[src/rtl/riscv_ctrl_pkg.sv]
// Shared encodings for the multi-cycle RV32I controller: FSM states, opcodes,
// PC-source and write-back-source selects, and the one-hot instruction class.
// Pure declarations; no logic or state.
package riscv_ctrl_pkg;

    typedef enum logic [2:0] {
        ST_FETCH     = 3'd0,
        ST_DECODE    = 3'd1,
        ST_EXECUTE   = 3'd2,
        ST_MEMORY    = 3'd3,
        ST_WRITEBACK = 3'd4,
        ST_HALT      = 3'd5
    } state_e;

    localparam logic [6:0] OP_ALU_REG = 7'b0110011;
    localparam logic [6:0] OP_ALU_IMM = 7'b0010011;
    localparam logic [6:0] OP_LOAD    = 7'b0000011;
    localparam logic [6:0] OP_STORE   = 7'b0100011;
    localparam logic [6:0] OP_BRANCH  = 7'b1100011;
    localparam logic [6:0] OP_JALR    = 7'b1100111;
    localparam logic [6:0] OP_JAL     = 7'b1101111;
    localparam logic [6:0] OP_LUI     = 7'b0110111;
    localparam logic [6:0] OP_AUIPC   = 7'b0010111;
    localparam logic [6:0] OP_SYSTEM  = 7'b1110011;
    localparam logic [6:0] OP_FENCE   = 7'b0001111;

    localparam logic [1:0] PC_SRC_PLUS4  = 2'b00;
    localparam logic [1:0] PC_SRC_BRANCH = 2'b01;
    localparam logic [1:0] PC_SRC_JALR   = 2'b10;

    localparam logic [1:0] WB_SEL_ALU  = 2'b00;
    localparam logic [1:0] WB_SEL_LOAD = 2'b01;
    localparam logic [1:0] WB_SEL_PC4  = 2'b10;
    localparam logic [1:0] WB_SEL_IMM  = 2'b11;

    // One bit per instruction class; at most one bit set for a legal opcode.
    typedef struct packed {
        logic alu_reg;
        logic alu_imm;
        logic load;
        logic store;
        logic branch;
        logic jal;
        logic jalr;
        logic lui;
        logic auipc;
        logic system;
        logic fence;
    } op_class_t;

    // Register-file write-back source for a class reaching WRITEBACK.
    function automatic logic [1:0] wb_sel_of(input op_class_t c);
        if (c.load)                 return WB_SEL_LOAD;
        else if (c.jal || c.jalr)   return WB_SEL_PC4;
        else if (c.lui || c.auipc)  return WB_SEL_IMM;
        else                        return WB_SEL_ALU;
    endfunction

    // Next-PC source for a class reaching WRITEBACK.
    function automatic logic [1:0] pc_src_of(input op_class_t c);
        if (c.jal)       return PC_SRC_BRANCH;
        else if (c.jalr) return PC_SRC_JALR;
        else             return PC_SRC_PLUS4;
    endfunction

endpackage

[src/rtl/opcode_classifier.sv]
// Opcode to one-hot instruction class plus an illegal flag for unknown opcodes.
// Purely combinational, zero latency.
// No handshake; the caller decides when the class is meaningful.
module opcode_classifier
    import riscv_ctrl_pkg::*;
(
    input  logic [6:0] opcode_i,
    output op_class_t  class_o,
    output logic       illegal_o
);

    // Decode the 7-bit major opcode; anything unlisted is illegal.
    always_comb begin
        class_o   = '0;
        illegal_o = 1'b0;
        case (opcode_i)
            OP_ALU_REG: class_o.alu_reg = 1'b1;
            OP_ALU_IMM: class_o.alu_imm = 1'b1;
            OP_LOAD:    class_o.load    = 1'b1;
            OP_STORE:   class_o.store   = 1'b1;
            OP_BRANCH:  class_o.branch  = 1'b1;
            OP_JAL:     class_o.jal     = 1'b1;
            OP_JALR:    class_o.jalr    = 1'b1;
            OP_LUI:     class_o.lui     = 1'b1;
            OP_AUIPC:   class_o.auipc   = 1'b1;
            OP_SYSTEM:  class_o.system  = 1'b1;
            OP_FENCE:   class_o.fence   = 1'b1;
            default:    illegal_o       = 1'b1;
        endcase
    end

endmodule

[src/rtl/multicycle_controller.sv]
// Multi-cycle RV32I control FSM sharing one memory port between fetch and load/store.
// Zero-wait latency: branch 3, ALU/jump/lui/auipc/store 4, load 5 cycles.
// Stalls in FETCH/MEMORY until mem_ready; a request unanswered for MEM_WAIT_MAX cycles traps and halts.
module multicycle_controller
    import riscv_ctrl_pkg::*;
#(
    parameter int RETIRE_WIDTH = 32,
    parameter int MEM_WAIT_MAX = 15
)
(
    input  logic                    clk,
    input  logic                    rst,
    input  logic [6:0]              opcode,
    input  logic                    inst_valid,
    input  logic                    mem_ready,
    input  logic                    branch_taken,
    output logic                    mem_req,
    output logic                    mem_sel,
    output logic                    mem_we,
    output logic                    ir_we,
    output logic                    alu_execute,
    output logic                    rf_we,
    output logic                    pc_we,
    output logic [1:0]              pc_src,
    output logic [1:0]              wb_sel,
    output logic                    halted,
    output logic                    trap,
    output logic [2:0]              state,
    output logic [RETIRE_WIDTH-1:0] retired
);

    localparam int WAIT_W = $clog2(MEM_WAIT_MAX + 1);

    state_e                  state_q;
    op_class_t               class_q;
    logic [WAIT_W-1:0]       wait_q;
    logic [WAIT_W-1:0]       wait_d;
    logic [RETIRE_WIDTH-1:0] retired_q;
    logic [RETIRE_WIDTH-1:0] retired_d;
    logic                    halted_q;
    logic                    trap_q;

    op_class_t dec_class;
    logic      dec_illegal;
    logic      wait_expired;

    opcode_classifier u_classifier (
        .opcode_i  (opcode),
        .class_o   (dec_class),
        .illegal_o (dec_illegal)
    );

    // The cycle that would be the MEM_WAIT_MAX-th without mem_ready ends the request.
    assign wait_expired = (wait_q == WAIT_W'(MEM_WAIT_MAX - 1));
    assign wait_d       = wait_q + WAIT_W'(1);
    assign retired_d    = retired_q + RETIRE_WIDTH'(1);

    // Instruction sequencing, memory wait timer, retire counter and sticky halt/trap.
    always_ff @(posedge clk or posedge rst) begin
        if (rst) begin
            state_q   <= ST_FETCH;
            class_q   <= '0;
            wait_q    <= '0;
            retired_q <= '0;
            halted_q  <= 1'b0;
            trap_q    <= 1'b0;
        end else begin
            case (state_q)
                ST_FETCH: begin
                    if (mem_ready) begin
                        wait_q <= '0;
                        if (inst_valid) begin
                            state_q <= ST_DECODE;
                        end else begin
                            trap_q   <= 1'b1;
                            halted_q <= 1'b1;
                            state_q  <= ST_HALT;
                        end
                    end else if (wait_expired) begin
                        wait_q   <= '0;
                        trap_q   <= 1'b1;
                        halted_q <= 1'b1;
                        state_q  <= ST_HALT;
                    end else begin
                        wait_q <= wait_d;
                    end
                end
                ST_DECODE: begin
                    class_q <= dec_class;
                    if (dec_illegal || dec_class.fence) begin
                        trap_q   <= 1'b1;
                        halted_q <= 1'b1;
                        state_q  <= ST_HALT;
                    end else if (dec_class.system) begin
                        halted_q <= 1'b1;
                        state_q  <= ST_HALT;
                    end else begin
                        state_q <= ST_EXECUTE;
                    end
                end
                ST_EXECUTE: begin
                    if (class_q.system || class_q.fence) begin
                        // Never reached from DECODE; keeps a stray class from reaching write-back.
                        trap_q   <= 1'b1;
                        halted_q <= 1'b1;
                        state_q  <= ST_HALT;
                    end else if (class_q.load || class_q.store) begin
                        state_q <= ST_MEMORY;
                    end else if (class_q.branch) begin
                        retired_q <= retired_d;
                        state_q   <= ST_FETCH;
                    end else begin
                        state_q <= ST_WRITEBACK;
                    end
                end
                ST_MEMORY: begin
                    if (mem_ready) begin
                        wait_q <= '0;
                        if (class_q.store) begin
                            retired_q <= retired_d;
                            state_q   <= ST_FETCH;
                        end else begin
                            state_q <= ST_WRITEBACK;
                        end
                    end else if (wait_expired) begin
                        wait_q   <= '0;
                        trap_q   <= 1'b1;
                        halted_q <= 1'b1;
                        state_q  <= ST_HALT;
                    end else begin
                        wait_q <= wait_d;
                    end
                end
                ST_WRITEBACK: begin
                    retired_q <= retired_d;
                    state_q   <= ST_FETCH;
                end
                ST_HALT: begin
                    state_q <= ST_HALT;
                end
                default: begin
                    trap_q   <= 1'b1;
                    halted_q <= 1'b1;
                    state_q  <= ST_HALT;
                end
            endcase
        end
    end

    // Strobes decoded from state and registered class; completion strobes also look at mem_ready/branch_taken.
    always_comb begin
        mem_req     = 1'b0;
        mem_sel     = 1'b0;
        mem_we      = 1'b0;
        ir_we       = 1'b0;
        alu_execute = 1'b0;
        rf_we       = 1'b0;
        pc_we       = 1'b0;
        pc_src      = PC_SRC_PLUS4;
        wb_sel      = WB_SEL_ALU;
        if (!rst) begin
            case (state_q)
                ST_FETCH: begin
                    mem_req = 1'b1;
                    ir_we   = mem_ready & inst_valid;
                end
                ST_EXECUTE: begin
                    alu_execute = class_q.alu_reg | class_q.alu_imm | class_q.load |
                                  class_q.store   | class_q.jalr    | class_q.auipc;
                    if (class_q.branch) begin
                        pc_we  = 1'b1;
                        pc_src = branch_taken ? PC_SRC_BRANCH : PC_SRC_PLUS4;
                    end
                end
                ST_MEMORY: begin
                    mem_req = 1'b1;
                    mem_sel = 1'b1;
                    mem_we  = class_q.store;
                    pc_we   = class_q.store & mem_ready;
                end
                ST_WRITEBACK: begin
                    rf_we  = 1'b1;
                    pc_we  = 1'b1;
                    pc_src = pc_src_of(class_q);
                    wb_sel = wb_sel_of(class_q);
                end
                default: begin
                end
            endcase
        end
    end

    assign state   = state_q;
    assign retired = retired_q;
    assign halted  = halted_q;
    assign trap    = trap_q;

endmodule

[config.mk]
export PLATFORM = sky130hd
export DESIGN_NAME = multicycle_controller
export DESIGN_NICKNAME = d
export VERILOG_FILES = /design/src/rtl/riscv_ctrl_pkg.sv /design/src/rtl/opcode_classifier.sv /design/src/rtl/multicycle_controller.sv
export SDC_FILE = /design/constraint.sdc
export NUM_CORES = 1
export LEC_CHECK = 0
export CORE_UTILIZATION = 35
export DETAILED_ROUTE_END_ITERATION = 16
export GPL_ROUTABILITY_DRIVEN = 0
export PLACE_DENSITY_LB_ADDON = 0.12
export SYNTH_ARGS = -nofsm -noshare
export SYNTH_HDL_FRONTEND = slang
export SYNTH_SLANG_ARGS = --single-unit
[constraint.sdc]
create_clock -name clk -period 2.8 [get_ports clk]
set_input_delay 0.28 -clock clk [delete_from_list [all_inputs] [get_ports clk]]
set_output_delay 0.28 -clock clk [all_outputs]
set_load 0.01 [all_outputs]
==> results.txt, run 1 <==
Synth Area per Inst = 9.407 µm²
# hold bufs at CTS = 0
synth top area cells = dfrtp_1 (47%), xor2_1 (6.9%), nand2_1 (4.7%)
Critical Path End Type = output pin
max-slew violations = 0
worst setup path start = state[1]$_DFF_PP0_
DR vias/cell = 4.987
Syn Nets = 310
initial antenna violation count = 0
Final nets = 370
WHS Path Cells = 1
wirelength, routed = 6269 µm
Yosys warning count = 0
core outline area = 0.007687 mm²
DR DRC count = 0
distinct cell type count after synthesis = 42
H-tree Lvls = 2
# setup viols final = 0
clock sink total = 52
critical-path maximum fanout = 12
Final Cycle Share = 90.86%
R2R Path Start = state[0]$_DFF_PP0_
PD cells = 500.4 mW/mm²
layout cells sized above 1 = 6.180%
setup TNS = 0 ps
Worst EP required = 2520 ps
Layout area overhead = 28.22%
R2R Path End = retired[31]$_DFFE_PP0P_
synthesized flop and latch total = 52
vias in the first global route = 2232
Post-synth EDFFs = 0
# rows = 32
CTS resizes = 0
clock tree from TritonCTS = built
total track usage = 16.42%
Worst Reg-to-Reg Cells = 5
Overall Power = 1.781 mW
clock buffer depth = 2
Setup crit end = pc_we
first-pass GRT wire length = 10940 µm
Clock Latency Late Sink = 310 ps
fmax = 393.1 MHz
R2R Setup Slk = 470 ps
largest area contributor in the netlist = dfrtp_1
Die Y = 91.05 µm
max cap viols = 0
top-area cell type share of the netlist area = 46.89%
Setup Fix Bufs, Post-CTS = 0
Post-DP HPWL = 4538 µm
CP startpoint kind = register
# IOs = 60
metal2 WL = 2960 µm
largest net degree at the start of global routing = 53
Peak VDD IR = 186.1 µV
synthesized area = 0.002775 mm²
post-synthesis sequential area ratio = 46.89%
ANT nets after route = 0
Hold Crit Class = reg -> reg
Die Span X = 91.05 µm
metal3 WL = 196 µm
clock skew = 11.91 ps
starting density of the core = 36.10%
grt total ovfl = 0
DR WL/cell = 13.69 µm
CP Class = reg -> out
Root Driver = clkbuf_8
outcome = complete, no violations
Hold Fails Final Rpt = 0
cell count after synthesis = 295
Async S/R FF share, synth = 100.0%
Routed met1 length = 3057 µm
Reg clk slew, reported paths = 100 ps
# diodes = 0
unrepaired setup endpoints after global routing = no
via count = 2284
Max transition margin = 47.96%
dominant synthesized flop cell = dfrtp_1
area of the die = 0.008289 mm²
Pleak = 1.519 nW
post-layout min period = 2544 ps
DRT iter0 DRCs = 107
top sig layer = met4
crit path DAT = 2260 ps
I/O Buffers = 59
Worst Tran Pin Value = 778.3 ps
total CTS buffers = 5
drt first pass iters = 5
-- cells in the mapped netlist (7+ instances only) --
library cell  count
nand3_1          12
nand2_1          35
nor3_1           18
nor2_1           24
nand2b_1          7
inv_1            14
xor2_1           22
dfrtp_1          52
xnor2_1           9
a21oi_1           7
o21ai_0          21
nor4_1            8
clkbuf_1          7
-- cell usage in the layout (no fill, tap or decap), types with 7 or more instances in the layout --
cell type,instances
nor2_1,24
xnor2_1,9
clkdlybuf4s50_1,59
nor3_1,18
nand2b_1,7
nand2_1,35
a21oi_1,7
xor2_1,22
o21ai_0,21
dfrtp_1,52
nand3_1,12
nor4_1,8
inv_1,13
-- metrics by stage --
step                      util (%)  hold slack (ps)  cells  cell area [µm²]  setup WS, ps
after floorplan                  -            376.2    295             2775         382.7
after global placement       45.10            462.9    450             3467         533.9
after detailed placement     45.10            470.5    450             3467         461.0
after CTS                    46.29            494.6    458             3558         257.8
after global routing         46.29            505.2    458             3558         124.6
final                        46.29            484.2    458             3558         256.0
-- report_power, final --
group          internal (mW)  switching [mW]  leakage [nW]  total (mW)
Clock                  0.180           0.265        0.0485       0.445
Combinational          0.170           0.156         0.813       0.326
Sequential             0.873           0.137         0.658        1.01
Total                   1.22           0.558          1.52        1.78
-- cell families after synthesis --
logic type | share of synthesized area (%)
compound gates | 11.27
xor+xnor | 9.784
fa+ha+maj | 1.353
buf+inv | 4.193
flops | 46.89
mux | 0.8115
simple gates | 25.70
-- registers in the layout, summed over array words and instances (netlist names) --
register  cells
trap          1
class_q      11
halted        1
state         3
wait_q        4
retired      32
-- area by class of cell --
type,count,area [µm²]
fill,784,4129
multi-input combinational,218,1358
sequential,52,1301
timing repair buffer,64,628.1
tap,102,127.6
clock buffer,5,68.82
inverter,14,52.55
clock inverter,3,22.52
-- worst min path at each step --
stage	start	end	slack [ps]
after CTS	trap$_DFFE_PP0P_	trap$_DFFE_PP0P_	490
after global routing	retired[31]$_DFFE_PP0P_	retired[31]$_DFFE_PP0P_	510
after floorplan	opcode[4]	class_q[8]$_DFFE_PP0P_	380
after global placement	halted$_DFFE_PP0P_	halted$_DFFE_PP0P_	460
after detailed placement	halted$_DFFE_PP0P_	halted$_DFFE_PP0P_	470
final	halted$_DFFE_PP0P_	halted$_DFFE_PP0P_	480
-- routing by layer --
layer / GRT usage, % / up-vias
met3: 2.848 / 5
met5: 0 / -
met4: 3.968 / 0
li1: - / 1154
met2: 27.71 / 40
met1: 21.91 / 1085
-- critical path, cell delays in order (launching register included) --
cell and delay (ps):
dfrtp_1 550, nor2b_1 370, and3_1 220, and2_1 140, nand2_1 50, o31ai_1 60, clkdlybuf4s50_1 570
Power figures use the tool's default switching activity.
==> run 2, diff against run 1 <==
- REMOVE_ABC_BUFFERS: unset -> 1
==> results.txt, run 2 (same netlist as run 1, synthesis figures left out) <==
Worst Tran Pin Value = 758.6 ps (-19.68 ps)
unrepaired setup endpoints after global routing = no
layout cells sized above 1 = 6.180% (unchanged)
Die Span X = 91.05 µm (unchanged)
fmax = 402.6 MHz (+2.4%)
Hold Crit Class = reg -> reg
GR Util met3 = 2.094% (-0.75 points)
Max transition margin = 49.28% (+1.3 points)
GR peak layer = met2
Critical Path End Type = output pin
# rows = 32 (unchanged)
critical path cell sequence = inv_1 -> nor2_1 -> or3_1 -> nor2_1 -> clkdlybuf4s50_1
clock buffer depth = 2 (unchanged)
crit path DAT = 2200 ps (-60 ps)
# setup viols final = 0 (unchanged)
first-pass GRT wire length = 10960 µm (+0.13%)
via count = 2270 (-0.61%)
Final nets = 370 (unchanged)
DR vias/cell = 4.956 (-0.61%)
core outline area = 0.007687 mm² (unchanged)
clock sink total = 52 (unchanged)
fin worst setup slack = 316.0 ps (+59.99 ps)
total CTS buffers = 5 (unchanged)
Peak VDD IR = 236.8 µV (+27%)
ANT nets after route = 0 (unchanged)
Layout area overhead = 29.89%
Fin Hold WS = 487.3 ps (+3.082 ps)
CP top delay family = buffers and inverters
I/O Buffers = 59 (unchanged)
fillcell total = 756 (-3.6%)
Post-DP HPWL = 4527 µm (-0.26%)
CTS resizes = 0 (unchanged)
Die Y = 91.05 µm (unchanged)
# diodes = 0 (unchanged)
Setup Fix Bufs, Post-CTS = 0 (unchanged)
PD cells = 546.5 mW/mm² (+9.2%)
DR DRC count = 0 (unchanged)
max cap viols = 0 (unchanged)
DR WL/cell = 14.14 µm (+3.3%)
Clock Latency Late Sink = 310 ps (about the same)
multi-input logic area = 0.001358 mm² (unchanged)
Crit path buffers/inverters = 2 (+1)
CP max stage cell = clkdlybuf4s50_1
GR Util met2 = 24.56% (-3.2 points)
outcome = complete, no violations
H-tree Lvls = 2 (unchanged)
most frequent cells in the layout = clkdlybuf4s50_1 (59), dfrtp_1 (52), nand2_1 (35)
wirelength, routed = 6475 µm (+3.3%)
largest net degree at the start of global routing = 53 (unchanged)
Overall Power = 1.970 mW (+11%)
starting density of the core = 36.10% (unchanged)
area of the die = 0.008289 mm² (unchanged)
drt first pass iters = 4 (-1)
CP startpoint kind = register
post-layout min period = 2484 ps (-59.99 ps)
Seq. cell area = 0.001301 mm² (unchanged)
fin util = 46.89% (+0.60 points)
most used cell, CP = nor2_1
DRT iter0 DRCs = 117 (+9.3%)
clock tree from TritonCTS = built
# IOs = 60 (unchanged)
# hold bufs at CTS = 0 (unchanged)
max-slew violations = 0 (unchanged)
Worst EP required = 2520 ps (about the same)
Root Driver = clkbuf_8
total track usage = 16.31% (-0.11 points)
Hold Fails Final Rpt = 0 (unchanged)
CP Class = reg -> out
crit-path max cell delay = 540 ps (-30 ps)
Final Cycle Share = 88.71% (-2.1 points)
clock skew = 12.13 ps (+0.2222 ps)
Largest register FFs = 32 (unchanged)
initial antenna violation count = 0 (unchanged)
Reg clk slew, reported paths = 110 ps (about the same)
most common cell after layout, fill and taps aside = clkdlybuf4s50_1
Pleak = 1.541 nW (+1.4%)
pre-CTS WS = 477.8 ps (+16.76 ps)
vias in the first global route = 2196 (-1.6%)
M1 GR Usage = 24.02% (+2.1 points)
setup TNS = 0 ps (unchanged)
critical-path maximum fanout = 12 (unchanged)
grt total ovfl = 0 (unchanged)
run 2: cell types whose count changed in the layout (fill, tap and decap cells not counted):
cell,before,now
bufinv_16,0,2
clkinv_2,1,0
clkinv_4,1,0
run 2: worst paths after layout:
kind / startpoint / end / slack [ps] / cells past startpoint
worst max-delay path: state[1]$_DFF_PP0_ / mem_req / 320 / 5
worst min-delay path: retired[31]$_DFFE_PP0P_ / retired[31]$_DFFE_PP0P_ / 490 / 1
worst max register to register: state[0]$_DFF_PP0_ / retired[27]$_DFFE_PP0P_ / 470 / 5
worst min register to register: retired[31]$_DFFE_PP0P_ / retired[31]$_DFFE_PP0P_ / 490 / 1
max in group asynchronous: rst / class_q[6]$_DFFE_PP0P_ / 1760 / 3
min in group asynchronous: rst / retired[0]$_DFFE_PP0P_ / 610 / 3
run 2: metrics by stage:
stage | instance area (µm²) | std cells
finish | 3605 | 458
global route | 3605 | 458
CTS | 3605 | 458
detailed placement | 3467 | 450
global placement | 3467 | 450
floorplan | 2711 | 284
run 2: cell type report:
| cell class | count | share of cell area (%) |
|---|---|---|
| Clock inverter | 3 | 1.909 |
| Clock buffer | 5 | 1.909 |
| Tap cell | 102 | 3.540 |
| Multi-Input combinational cell | 218 | 37.66 |
| Inverter | 14 | 1.458 |
| Sequential cell | 52 | 36.10 |
| Timing Repair Buffer | 64 | 17.42 |
run 2: power breakdown:
part           internal, mW  switching (mW)
Sequential            0.873           0.139
Combinational         0.170           0.156
Clock                 0.360           0.272
run 2: metal layers:
metal | part of all wire, % | wire length, µm | vias to the layer above
met5 | 0 | 0 | -
met1 | 52 | 3344 | 1059
met3 | 4.0 | 257 | 4
met4 | 0.80 | 52 | 0
met2 | 44 | 2820 | 58
li1 | - | - | 1149
run 2: worst reg2reg max path: stages, from the launching register on:
cell      delay [ps]
dfrtp_1          510
or3_4            450
a211oi_4         350
o211ai_2         360
nor4_1           430
xor2_1           170
